[src/rtl/aes_seq_pkg.sv]
// Shared definitions for the AES job sequencer: FSM encoding, CSR map,
// top_aes slave register offsets and STATUS/CTRL bit positions.
package aes_seq_pkg;

    typedef logic [2:0] seq_state_t;

    localparam seq_state_t ST_IDLE   = 3'd0;
    localparam seq_state_t ST_WR_PTR = 3'd1;
    localparam seq_state_t ST_WR_GO  = 3'd2;
    localparam seq_state_t ST_GAP    = 3'd3;
    localparam seq_state_t ST_POLL   = 3'd4;
    localparam seq_state_t ST_NEXT   = 3'd5;
    localparam seq_state_t ST_FIN    = 3'd6;

    localparam logic [1:0] CSR_CTRL   = 2'd0;
    localparam logic [1:0] CSR_STATUS = 2'd1;
    localparam logic [1:0] CSR_BASE   = 2'd2;
    localparam logic [1:0] CSR_COUNT  = 2'd3;

    localparam logic [3:0] AES_REG_START  = 4'd0;
    localparam logic [3:0] AES_REG_STATUS = 4'd1;
    localparam logic [3:0] AES_REG_PTR    = 4'd2;

    localparam int CTRL_START  = 0;
    localparam int CTRL_ABORT  = 1;
    localparam int CTRL_CLEAR  = 2;
    localparam int CTRL_IRQ_EN = 3;

    localparam int STAT_BUSY      = 0;
    localparam int STAT_DONE      = 1;
    localparam int STAT_ERR       = 2;
    localparam int STAT_TIMEOUT   = 3;
    localparam int STAT_BDONE_LSB = 16;

endpackage

[src/rtl/aes_seq_csr.sv]
// CSR slave of the AES job sequencer: register decode, zero-wait readback,
// BASE/COUNT storage and the sticky DONE/ERR/TIMEOUT/IRQ_EN bits.
module aes_seq_csr
    import aes_seq_pkg::*;
#(
    parameter int ADDR_W = 32,
    parameter int CNT_W  = 16
) (
    input  logic              clk,
    input  logic              rst_n,
    input  logic [1:0]        csr_address,
    input  logic              csr_read,
    input  logic              csr_write,
    input  logic [31:0]       csr_writedata,
    output logic [31:0]       csr_readdata,
    output logic              csr_waitrequest,
    input  logic              busy,
    input  logic [CNT_W-1:0]  blocks_done,
    input  logic              done_set,
    input  logic              done_clr,
    input  logic              err_set,
    input  logic              tmo_set,
    output logic [ADDR_W-1:0] base,
    output logic [CNT_W-1:0]  count,
    output logic              start,
    output logic              abort,
    output logic              irq
);

    logic [ADDR_W-1:0] base_q, base_d;
    logic [CNT_W-1:0]  count_q, count_d;
    logic              irq_en_q, irq_en_d;
    logic              done_q, done_d;
    logic              err_q, err_d;
    logic              tmo_q, tmo_d;
    logic [31:0]       readdata_q, readdata_d;
    logic [31:0]       rd_mux;
    logic              ctrl_wr;
    logic              clr;

    always_comb begin
        ctrl_wr  = csr_write && (csr_address == CSR_CTRL);
        clr      = ctrl_wr && csr_writedata[CTRL_CLEAR];
        start    = ctrl_wr && csr_writedata[CTRL_START];
        abort    = ctrl_wr && csr_writedata[CTRL_ABORT];
        irq_en_d = ctrl_wr ? csr_writedata[CTRL_IRQ_EN] : irq_en_q;

        base_d  = base_q;
        count_d = count_q;
        if (csr_write && !busy && (csr_address == CSR_BASE))
            base_d = csr_writedata[ADDR_W-1:0];
        if (csr_write && !busy && (csr_address == CSR_COUNT))
            count_d = csr_writedata[CNT_W-1:0];

        // Sets are applied after clears so a set in the same cycle wins.
        done_d = done_set | (done_q & ~clr & ~done_clr);
        err_d  = err_set  | (err_q  & ~clr);
        tmo_d  = tmo_set  | (tmo_q  & ~clr);

        rd_mux = '0;
        case (csr_address)
            CSR_CTRL:   rd_mux[CTRL_IRQ_EN] = irq_en_q;
            CSR_STATUS: begin
                rd_mux[STAT_BUSY]    = busy;
                rd_mux[STAT_DONE]    = done_q;
                rd_mux[STAT_ERR]     = err_q;
                rd_mux[STAT_TIMEOUT] = tmo_q;
                rd_mux[31:STAT_BDONE_LSB] = 16'(blocks_done);
            end
            CSR_BASE:   rd_mux = 32'(base_q);
            default:    rd_mux = 32'(count_q);
        endcase
        readdata_d = csr_read ? rd_mux : readdata_q;
    end

    always_ff @(posedge clk or negedge rst_n) begin
        if (!rst_n) begin
            base_q     <= '0;
            count_q    <= '0;
            irq_en_q   <= 1'b0;
            done_q     <= 1'b0;
            err_q      <= 1'b0;
            tmo_q      <= 1'b0;
            readdata_q <= '0;
        end else begin
            base_q     <= base_d;
            count_q    <= count_d;
            irq_en_q   <= irq_en_d;
            done_q     <= done_d;
            err_q      <= err_d;
            tmo_q      <= tmo_d;
            readdata_q <= readdata_d;
        end
    end

    assign csr_readdata    = readdata_q;
    assign csr_waitrequest = 1'b0;
    assign base            = base_q;
    assign count           = count_q;
    assign irq             = irq_en_q & (done_q | err_q);

endmodule

[src/rtl/aes_job_sequencer.sv]
// Walks top_aes through a multi-block job: pointer write, start, status polls, advance by STRIDE.
// Build option: define AES_SEQ_TIMEOUT_EN to add the per-block watchdog and STATUS[3] TIMEOUT.
module aes_job_sequencer
    import aes_seq_pkg::*;
#(
    parameter int ADDR_W   = 32,
    parameter int STRIDE   = 288,
    parameter int CNT_W    = 16,
    parameter int POLL_GAP = 4,
    parameter int TMO_CYC  = 4096
) (
    input  logic        clk,
    input  logic        rst_n,
    input  logic [1:0]  csr_address,
    input  logic        csr_read,
    input  logic        csr_write,
    input  logic [31:0] csr_writedata,
    output logic [31:0] csr_readdata,
    output logic        csr_waitrequest,
    output logic [3:0]  aes_address,
    output logic        aes_read,
    output logic        aes_write,
    output logic [31:0] aes_writedata,
    input  logic [31:0] aes_readdata,
    input  logic        aes_waitrequest,
    output logic        irq
);

    localparam logic [CNT_W:0] ONE_EXT = 1;

    seq_state_t        state_q, state_d;
    logic [ADDR_W-1:0] cur_ptr_q, cur_ptr_d;
    logic [CNT_W-1:0]  blocks_done_q, blocks_done_d;
    logic [31:0]       gap_cnt_q, gap_cnt_d;
    logic              abort_pend_q, abort_pend_d;

    logic [ADDR_W-1:0] base;
    logic [CNT_W-1:0]  count;
    logic              start_pulse;
    logic              abort_pulse;
    logic              abort_now;
    logic              busy;
    logic              done_set;
    logic              done_clr;
    logic              err_set;
    logic              tmo_set;
    logic              tmo_hit;
    logic              gap_last;
    logic              unused_rdata;

    assign unused_rdata = ^aes_readdata[31:1];
    assign busy         = (state_q != ST_IDLE);
    assign abort_now    = abort_pend_q | abort_pulse;
    assign gap_last     = (POLL_GAP <= 1) || (gap_cnt_q >= 32'(POLL_GAP - 1));

    aes_seq_csr #(
        .ADDR_W (ADDR_W),
        .CNT_W  (CNT_W)
    ) u_csr (
        .clk             (clk),
        .rst_n           (rst_n),
        .csr_address     (csr_address),
        .csr_read        (csr_read),
        .csr_write       (csr_write),
        .csr_writedata   (csr_writedata),
        .csr_readdata    (csr_readdata),
        .csr_waitrequest (csr_waitrequest),
        .busy            (busy),
        .blocks_done     (blocks_done_q),
        .done_set        (done_set),
        .done_clr        (done_clr),
        .err_set         (err_set),
        .tmo_set         (tmo_set),
        .base            (base),
        .count           (count),
        .start           (start_pulse),
        .abort           (abort_pulse),
        .irq             (irq)
    );

`ifdef AES_SEQ_TIMEOUT_EN
    logic [31:0] tmo_cnt_q, tmo_cnt_d;

    // Counts GAP/POLL cycles since the start command for this block was accepted.
    always_comb begin
        tmo_cnt_d = tmo_cnt_q;
        if (state_q == ST_WR_GO && !aes_waitrequest)
            tmo_cnt_d = '0;
        else if ((state_q == ST_GAP || state_q == ST_POLL) && !tmo_hit)
            tmo_cnt_d = tmo_cnt_q + 32'd1;
    end

    assign tmo_hit = (tmo_cnt_q >= 32'(TMO_CYC));

    always_ff @(posedge clk or negedge rst_n) begin
        if (!rst_n) tmo_cnt_q <= '0;
        else        tmo_cnt_q <= tmo_cnt_d;
    end
`else
    assign tmo_hit = 1'b0;
`endif

    always_comb begin
        state_d       = state_q;
        cur_ptr_d     = cur_ptr_q;
        blocks_done_d = blocks_done_q;
        gap_cnt_d     = gap_cnt_q;
        done_set      = 1'b0;
        done_clr      = 1'b0;
        err_set       = 1'b0;
        tmo_set       = 1'b0;
        case (state_q)
            ST_IDLE: begin
                if (start_pulse && !abort_pulse) begin
                    if (count != '0) begin
                        state_d       = ST_WR_PTR;
                        cur_ptr_d     = base;
                        blocks_done_d = '0;
                        done_clr      = 1'b1;
                    end else begin
                        done_set = 1'b1;
                    end
                end
            end
            ST_WR_PTR: begin
                if (!aes_waitrequest) begin
                    state_d = abort_now ? ST_IDLE : ST_WR_GO;
                    err_set = abort_now;
                end
            end
            ST_WR_GO: begin
                if (!aes_waitrequest) begin
                    state_d   = abort_now ? ST_IDLE : ST_GAP;
                    err_set   = abort_now;
                    gap_cnt_d = '0;
                end
            end
            ST_GAP: begin
                if (abort_now || tmo_hit) begin
                    state_d = ST_IDLE;
                    err_set = 1'b1;
                    tmo_set = !abort_now;
                end else if (gap_last) begin
                    state_d = ST_POLL;
                end else begin
                    gap_cnt_d = gap_cnt_q + 32'd1;
                end
            end
            ST_POLL: begin
                // An abort landing on a completing poll wins even if that poll reports done.
                if (!aes_waitrequest) begin
                    gap_cnt_d = '0;
                    if (abort_now) begin
                        state_d = ST_IDLE;
                        err_set = 1'b1;
                    end else if (aes_readdata[0]) begin
                        state_d = ST_NEXT;
                    end else if (tmo_hit) begin
                        state_d = ST_IDLE;
                        err_set = 1'b1;
                        tmo_set = 1'b1;
                    end else begin
                        state_d = ST_GAP;
                    end
                end
            end
            ST_NEXT: begin
                blocks_done_d = blocks_done_q + CNT_W'(1);
                cur_ptr_d     = cur_ptr_q + ADDR_W'(STRIDE);
                if (abort_now) begin
                    state_d = ST_IDLE;
                    err_set = 1'b1;
                end else if (({1'b0, blocks_done_q} + ONE_EXT) < {1'b0, count}) begin
                    state_d = ST_WR_PTR;
                end else begin
                    state_d = ST_FIN;
                end
            end
            ST_FIN: begin
                done_set = 1'b1;
                state_d  = ST_IDLE;
            end
            default: state_d = ST_IDLE;
        endcase
        abort_pend_d = busy && (state_d != ST_IDLE) && (abort_pend_q || abort_pulse);
    end

    always_ff @(posedge clk or negedge rst_n) begin
        if (!rst_n) begin
            state_q       <= ST_IDLE;
            cur_ptr_q     <= '0;
            blocks_done_q <= '0;
            gap_cnt_q     <= '0;
            abort_pend_q  <= 1'b0;
        end else begin
            state_q       <= state_d;
            cur_ptr_q     <= cur_ptr_d;
            blocks_done_q <= blocks_done_d;
            gap_cnt_q     <= gap_cnt_d;
            abort_pend_q  <= abort_pend_d;
        end
    end

    always_comb begin
        aes_write     = (state_q == ST_WR_PTR) || (state_q == ST_WR_GO);
        aes_read      = (state_q == ST_POLL);
        aes_address   = 4'd0;
        aes_writedata = 32'd0;
        case (state_q)
            ST_WR_PTR: begin
                aes_address   = AES_REG_PTR;
                aes_writedata = 32'(cur_ptr_q);
            end
            ST_WR_GO: begin
                aes_address   = AES_REG_START;
                aes_writedata = 32'h1;
            end
            ST_POLL:  aes_address = AES_REG_STATUS;
            default:  aes_address = 4'd0;
        endcase
    end

endmodule
[config.mk]
export PLATFORM = sky130hd
export DESIGN_NAME = aes_job_sequencer
export DESIGN_NICKNAME = d
export VERILOG_FILES = /design/src/rtl/aes_seq_pkg.sv /design/src/rtl/aes_seq_csr.sv /design/src/rtl/aes_job_sequencer.sv
export SDC_FILE = /design/constraint.sdc
export NUM_CORES = 1
export LEC_CHECK = 0
export ABC_AREA = 1
export CAP_MARGIN = 10
export CORE_MARGIN = 2
export CORE_UTILIZATION = 28
export CTS_CLUSTER_DIAMETER = 40
export DETAILED_ROUTE_END_ITERATION = 16
export GPL_ROUTABILITY_DRIVEN = 0
export PLACE_DENSITY = 0.47
export RECOVER_POWER = 25
export SYNTH_ARGS = -nofsm -noshare
export SYNTH_HDL_FRONTEND = slang
export SYNTH_HIERARCHICAL = 1
export SYNTH_SLANG_ARGS = --single-unit
[constraint.sdc]
create_clock -name clk -period 3.84 [get_ports clk]
set_clock_uncertainty 0.2 [all_clocks]
set_input_delay 0.576 -clock clk [delete_from_list [all_inputs] [get_ports clk]]
set_output_delay 0.576 -clock clk [all_outputs]
set_load 0.01 [all_outputs]
# Word-level counts from Yosys, hierarchy flattened
# Cells that the tools add are included.
[totals]
regBits = 168
inputBits = 71
out_inout_bits = 72
elab_cells = 114
[op_classes]
addsub = 4
magnitude_cmp = 2
eq_ne = 14
mux = 42
n_bitwise = 12
reduce_logical = 28
[ops]
columns = ["operator", "n"]
rows = [
  ["one-hot mux 32 bit (2 select lines)", 3],
  ["2-to-1 mux 32 bit", 5],
  ["one-hot mux 16 bit (2 select lines)", 2],
  ["2-to-1 mux 3 bit", 11],
  ["adder 32 x 1 -> 32 bit, second input constant", 1],
  ["adder 32 x 9 -> 32 bit, second input constant", 1],
  ["greater-or-equal comparator 32 x 2 -> 1 bit, second input constant", 1],
  ["2-to-1 mux 16 bit", 2],
  ["one-hot mux 12 bit (2 select lines)", 1],
  ["one-hot mux 3 bit (6 select lines)", 1],
  ["adder 16 x 1 -> 17 bit, second input constant", 1],
  ["< comparator 17 x 16 -> 1 bit", 1],
  ["adder 16 x 1 -> 16 bit, second input constant", 1],
  ["nonzero test 16 bit", 1],
  ["logical AND 1 bit", 10],
  ["2-to-1 mux 1 bit", 10],
  ["inequality test 2 bit, second input constant", 5],
  ["== test 3 bit, second input constant", 3],
  ["one-hot mux 3 bit (3 select lines)", 1],
  ["OR reduction 2 bit", 4],
  ["== test 3 x 2 -> 1 bit, second input constant", 2],
  ["one-hot mux 1 bit (3 select lines)", 2],
  ["nonzero test 3 bit", 2],
  ["bitwise AND 1 bit", 5],
  ["15 further kinds", 26],
]

# Longest topological paths before layout
[depth]
ltp_word = 10
mapped_depth = 23

# Cells and area by module
# Netlist, hierarchy kept.
[by_module_without_submodules]
columns = ["mod", "instances", "cells_per_inst", "area_per_inst_um2", "seq_area_each_um2"]
rows = [
  ["aes_job_sequencer", 1, 790, 5337.6, 2102.0],
  ["aes_seq_csr", 1, 439, 3677.3, 2102.0],
]

# Least setup slack after synthesis
# No wires, ideal clock.
[synth_timing]
kind = "reg-to-reg"
from = "register blocks_done_q[0]"
to = "register abort_pend_q"
t_arrival_ps = 2389
t_required_ps = 3525
path_slack_ps = 1136
path_stages_with_launch = 23
n_path_buf = 0
period_less_slack_ps = 2704
path_cell_list = "dfrtp_1 ha_1 nand3_1 nor2_1 nand4_1 nor2_1 nand2_1 o21bai_1 nand2_1 inv_1 ha_1 nand2_1 inv_1 nand2_1 nand2_1 nand2_1 nand2_1 nor2_1 nand2_1 nand2_1 nand3_1 nor2_1 nor2_1"
[synth_between]
elab_chain_cells = 8
[synth_rtl]
columns = ["item", "line", "text"]
rows = [
  ["from (decl)", "aes_job_sequencer.sv:33", "logic [CNT_W-1:0] blocks_done_q, blocks_done_d;"],
  ["from (signal assigned)", "aes_job_sequencer.sv:198", "blocks_done_q <= blocks_done_d;"],
  ["adder 16 x 1 -> 17 bit", "aes_job_sequencer.sv:173", "end else if (({1'b0, blocks_done_q} + ONE_EXT) < {1'b0, count}) begin"],
  ["< comparator 17 x 16 -> 1 bit", "aes_job_sequencer.sv:173", ""],
  ["2-to-1 mux 3 bit", "aes_job_sequencer.sv:173", ""],
  ["2-to-1 mux 3 bit", "aes_job_sequencer.sv:170", "if (abort_now) begin"],
  ["one-hot mux 3 bit (6 select lines)", "aes_job_sequencer.sv:112", "case (state_q)"],
  ["nonzero test 3 bit", "aes_job_sequencer.sv:185", "abort_pend_d = busy && (state_d != ST_IDLE) && (abort_pend_q || abort_pulse);"],
  ["logical AND 1 bit (2 in a row)", "aes_job_sequencer.sv:185", ""],
  ["via abort_pend_d", "aes_job_sequencer.sv:35", "logic abort_pend_q, abort_pend_d;"],
  ["to (signal assigned)", "aes_job_sequencer.sv:200", "abort_pend_q <= abort_pend_d;"],
  ["to (decl)", "aes_job_sequencer.sv:35", ""],
]
# The timed path passes the listed nets, and every way through them passes these cells.
# A chain may end at the register's enable or synchronous reset.

# Final worst setup path
# Same ends and word-level chain as after synthesis.

==> out/results.txt <==
status -> complete, but fails checks
failing checks -> max-capacitance violations, max-slew violations
final net count -> 1417
Post-DP HPWL -> 18800 um
Die Wd -> 183 um
Max Buffers Root-to-Sink -> 2
Sequential Area -> 4200 um2
syn_area_per_cell -> 7.34 um2
Synth area leaders -> dfrtp_1, nand2_1, inv_1
CTS sink cnt -> 168
CP required -> 3.98 ns
I/O Buffers -> 108
Critical R2R Launch -> blocks_done_q[0]
routed wire length -> 26200 um
clock root buffer master -> clkbuf_16
Main synth FF type -> dfrtp_1
vias in the first global route -> 7664
max_cap viols -> 1
library cells used by synthesis -> 40
CTS tree -> done
ys async rst share -> 100%
layout cells sized above 1 -> 5.02%
leading area contributor after synthesis -> dfrtp_1
I/O pins -> 143
die area -> 33600 um2
Setup Crit Path Kind -> reg -> reg
Final setup viols -> 0
first-pass GRT wire length -> 42100 um
netlist area before placement -> 9010 um2
die height -> 183 um
Max Fclk -> 323 MHz
# Post-CTS Setup Buffers -> 0
Clk Latency, worst-skew pair -> 0.44 ns
CP Data Arrival Time -> 3.23 ns
CP Capture Type -> flip-flop
DP Area -> 10500 um2
final period utilization -> 80.6%
Final Util -> 34.9%
DRT antenna net count -> 0
# H-tree levels -> 4
crit path from -> blocks_done_q[0]
routed via count -> 7850
Synth Instances -> 1229
vias per inst -> 4.52
drt drc -> 0
Slew HR -> -23.8%
maximum vdd ir drop -> 299 uV
initial antenna violation count -> 0
RSZ-0062 raised after global routing -> false
Multi-input gate area -> 3870 um2
fill count -> 3429
crit-path max FO -> 6
Synth Warn # -> 6
setup TNS -> 0 ns
drt first pass iters -> 4
final hold violations -> 0
pin count of the biggest net entering global routing -> 71
grt total ovfl -> 0
post-synth top area share -> 46.6%
final instance area -> 11000 um2
Synth Register Bits -> 168
Slew Limit Fails -> 70
initial core utilization -> 28.5%
FF-to-FF setup slack -> 0.74 ns
CTS clock-pin slew for the worst setup and hold paths -> 0.08 ns
fin crit period -> 3.10 ns
Tightest Pin Transition -> 1.86 ns
nature of the critical path startpoint -> flip-flop
Num CTS Buffers -> 17
Power Density -> 580 nW/um2
Worst Hold Class -> reg -> reg
Core ar. -> 31600 um2
worst reg2reg path endpoint -> abort_pend_q
Leak -> 0.00545 uW
worst setup path end -> abort_pend_q
number of synthesized flops with an enable pin -> 0
R2R depth -> 23
ant diodes -> 0
drt wl/cell -> 15.1 um
Iter 0 DRT Violations -> 471
row cnt -> 65
overall routing resource usage -> 16.1%
Layout Area Growth over Synthesis -> 22.4%
post-synthesis sequential area ratio -> 46.6%
per-stage QoR:
stage | worst slack, ns | std cells | total power, uW | hold slack [ns]
detailed placement | 0.586 | 1705 | 4750 | 0.269
CTS | 0.731 | 1737 | 6500 | 0.289
finish | 0.743 | 1737 | 6400 | 0.286
floorplan | 1.14 | 1231 | 3880 | 0.0804
global route | 0.376 | 1737 | 6900 | 0.300
global placement | 0.633 | 1705 | 4720 | 0.268
report_power, final:
group,internal [uW],switching (uW)
logic,787,1250
registers,2220,427
clock network,868,842
how the worst min path moves through the flow:
stage / from / to / slack [ns] / cells past startpoint
after global placement: u_csr/csr_readdata[21] / u_csr/csr_readdata[21] / 0.27 / 2
after floorplan: rst_n / abort_pend_q / 0.08 / 0
after CTS: u_csr/csr_readdata[27] / u_csr/csr_readdata[27] / 0.29 / 2
after detailed placement: u_csr/csr_readdata[27] / u_csr/csr_readdata[27] / 0.27 / 2
final: u_csr/csr_readdata[31] / u_csr/csr_readdata[31] / 0.29 / 2
after global routing: u_csr/csr_readdata[27] / u_csr/csr_readdata[27] / 0.30 / 2
worst max-delay path: stages, from the launching register on:
cell and delay, ns:
dfrtp_1 0.44, nand2_1 0.11, nor2_2 0.16, nand2_1 0.10, nor2_1 0.14, inv_1 0.09
nor2_1 0.13, nand3_1 0.11, o21ai_0 0.24, nand2_1 0.09, inv_1 0.08, ha_1 0.22
nand2_1 0.07, inv_1 0.04, nand2_1 0.05, nand2_1 0.04, nand2_1 0.06, nand2_1 0.05
nor2_1 0.18, nand2_1 0.08, nand2_1 0.11, nand3_1 0.08, nor2_1 0.09, nor2_1 0.04
layout make-up:
cell class                 count  area share, %
clock inverter                14           1.38
sequential                   168           38.1
tap                          402           4.56
timing repair buffer         120           10.7
clock buffer                  17           3.85
multi-input combinational    828           35.0
inverter                     188           6.39
cell families (layout without fill, tap and decap cells):
kind of cell    count (synthesis)  in the layout  synth area share [%]
compound gates                176            176                  10.3
xor+xnor                       12             12                  1.17
fa+ha+maj                      23             23                  3.19
buf+inv                       235            339                  10.6
flops                         168            168                  46.6
mux                             1              1                 0.125
other cells                     2              4                0.0833
simple gates                  612            612                  27.9
placed cells by master (no fill, tap or decap), types with 4 or more instances in the layout:
cell,netlist,final
ha_1,23,23
nand2_1,346,346
nor3_1,15,15
inv_6,0,4
or2_2,9,9
a21oi_1,45,45
conb_1,2,4
o21ai_0,58,58
xor2_1,12,12
o21bai_1,5,5
nand4_1,10,10
o22ai_1,6,6
inv_8,0,4
clkdlybuf4s50_1,0,106
inv_2,6,6
nand3_1,65,65
nor2_1,152,152
o211ai_1,4,4
inv_1,182,182
clkbuf_16,0,17
dfrtp_1,168,168
buf_4,10,10
o21ai_1,52,52
flip-flops by register name, indices dropped and copies added (netlist names), 3 cells and up:
name,count
u_csr/csr_readdata,32
state_q,3
blocks_done_q,16
gap_cnt_q,32
cur_ptr_q,32
u_csr/count,16
u_csr/base,32
Yosys cell counts (2+ instances only):
| master | number |
|---|---|
| buf_4 | 10 |
| nand4_1 | 10 |
| o21ai_1 | 52 |
| o21ai_0 | 58 |
| or2_2 | 9 |
| o22ai_1 | 6 |
| ha_1 | 23 |
| inv_1 | 182 |
| conb_1 | 2 |
| dfrtp_1 | 168 |
| o21bai_1 | 5 |
| nor2_1 | 152 |
| o211ai_1 | 4 |
| inv_2 | 6 |
| xor2_1 | 12 |
| nor4_1 | 3 |
| buf_2 | 26 |
| nand3_1 | 65 |
| nor3_1 | 15 |
| nor2_2 | 2 |
| nand2_1 | 346 |
| clkbuf_1 | 10 |
| a22o_1 | 2 |
| a21oi_1 | 45 |
timing repair:
| action | 4_1_cts | 5_1_grt |
|---|---|---|
| gates resized for setup | 0 | 0 |
| hold buffers | 1 | 0 |
| hold endpoints to repair | 54 | 0 |
layer usage:
layer / wire [um] / up-vias / track usage (%)
met5: 0 / - / 0
met4: 193 / 0 / 3.58
met3: 881 / 9 / 2.28
met2: 12000 / 169 / 26.0
met1: 13100 / 3668 / 22.9
li1: - / 4004 / -
No activity file was read; power rests on OpenSTA's default activity.
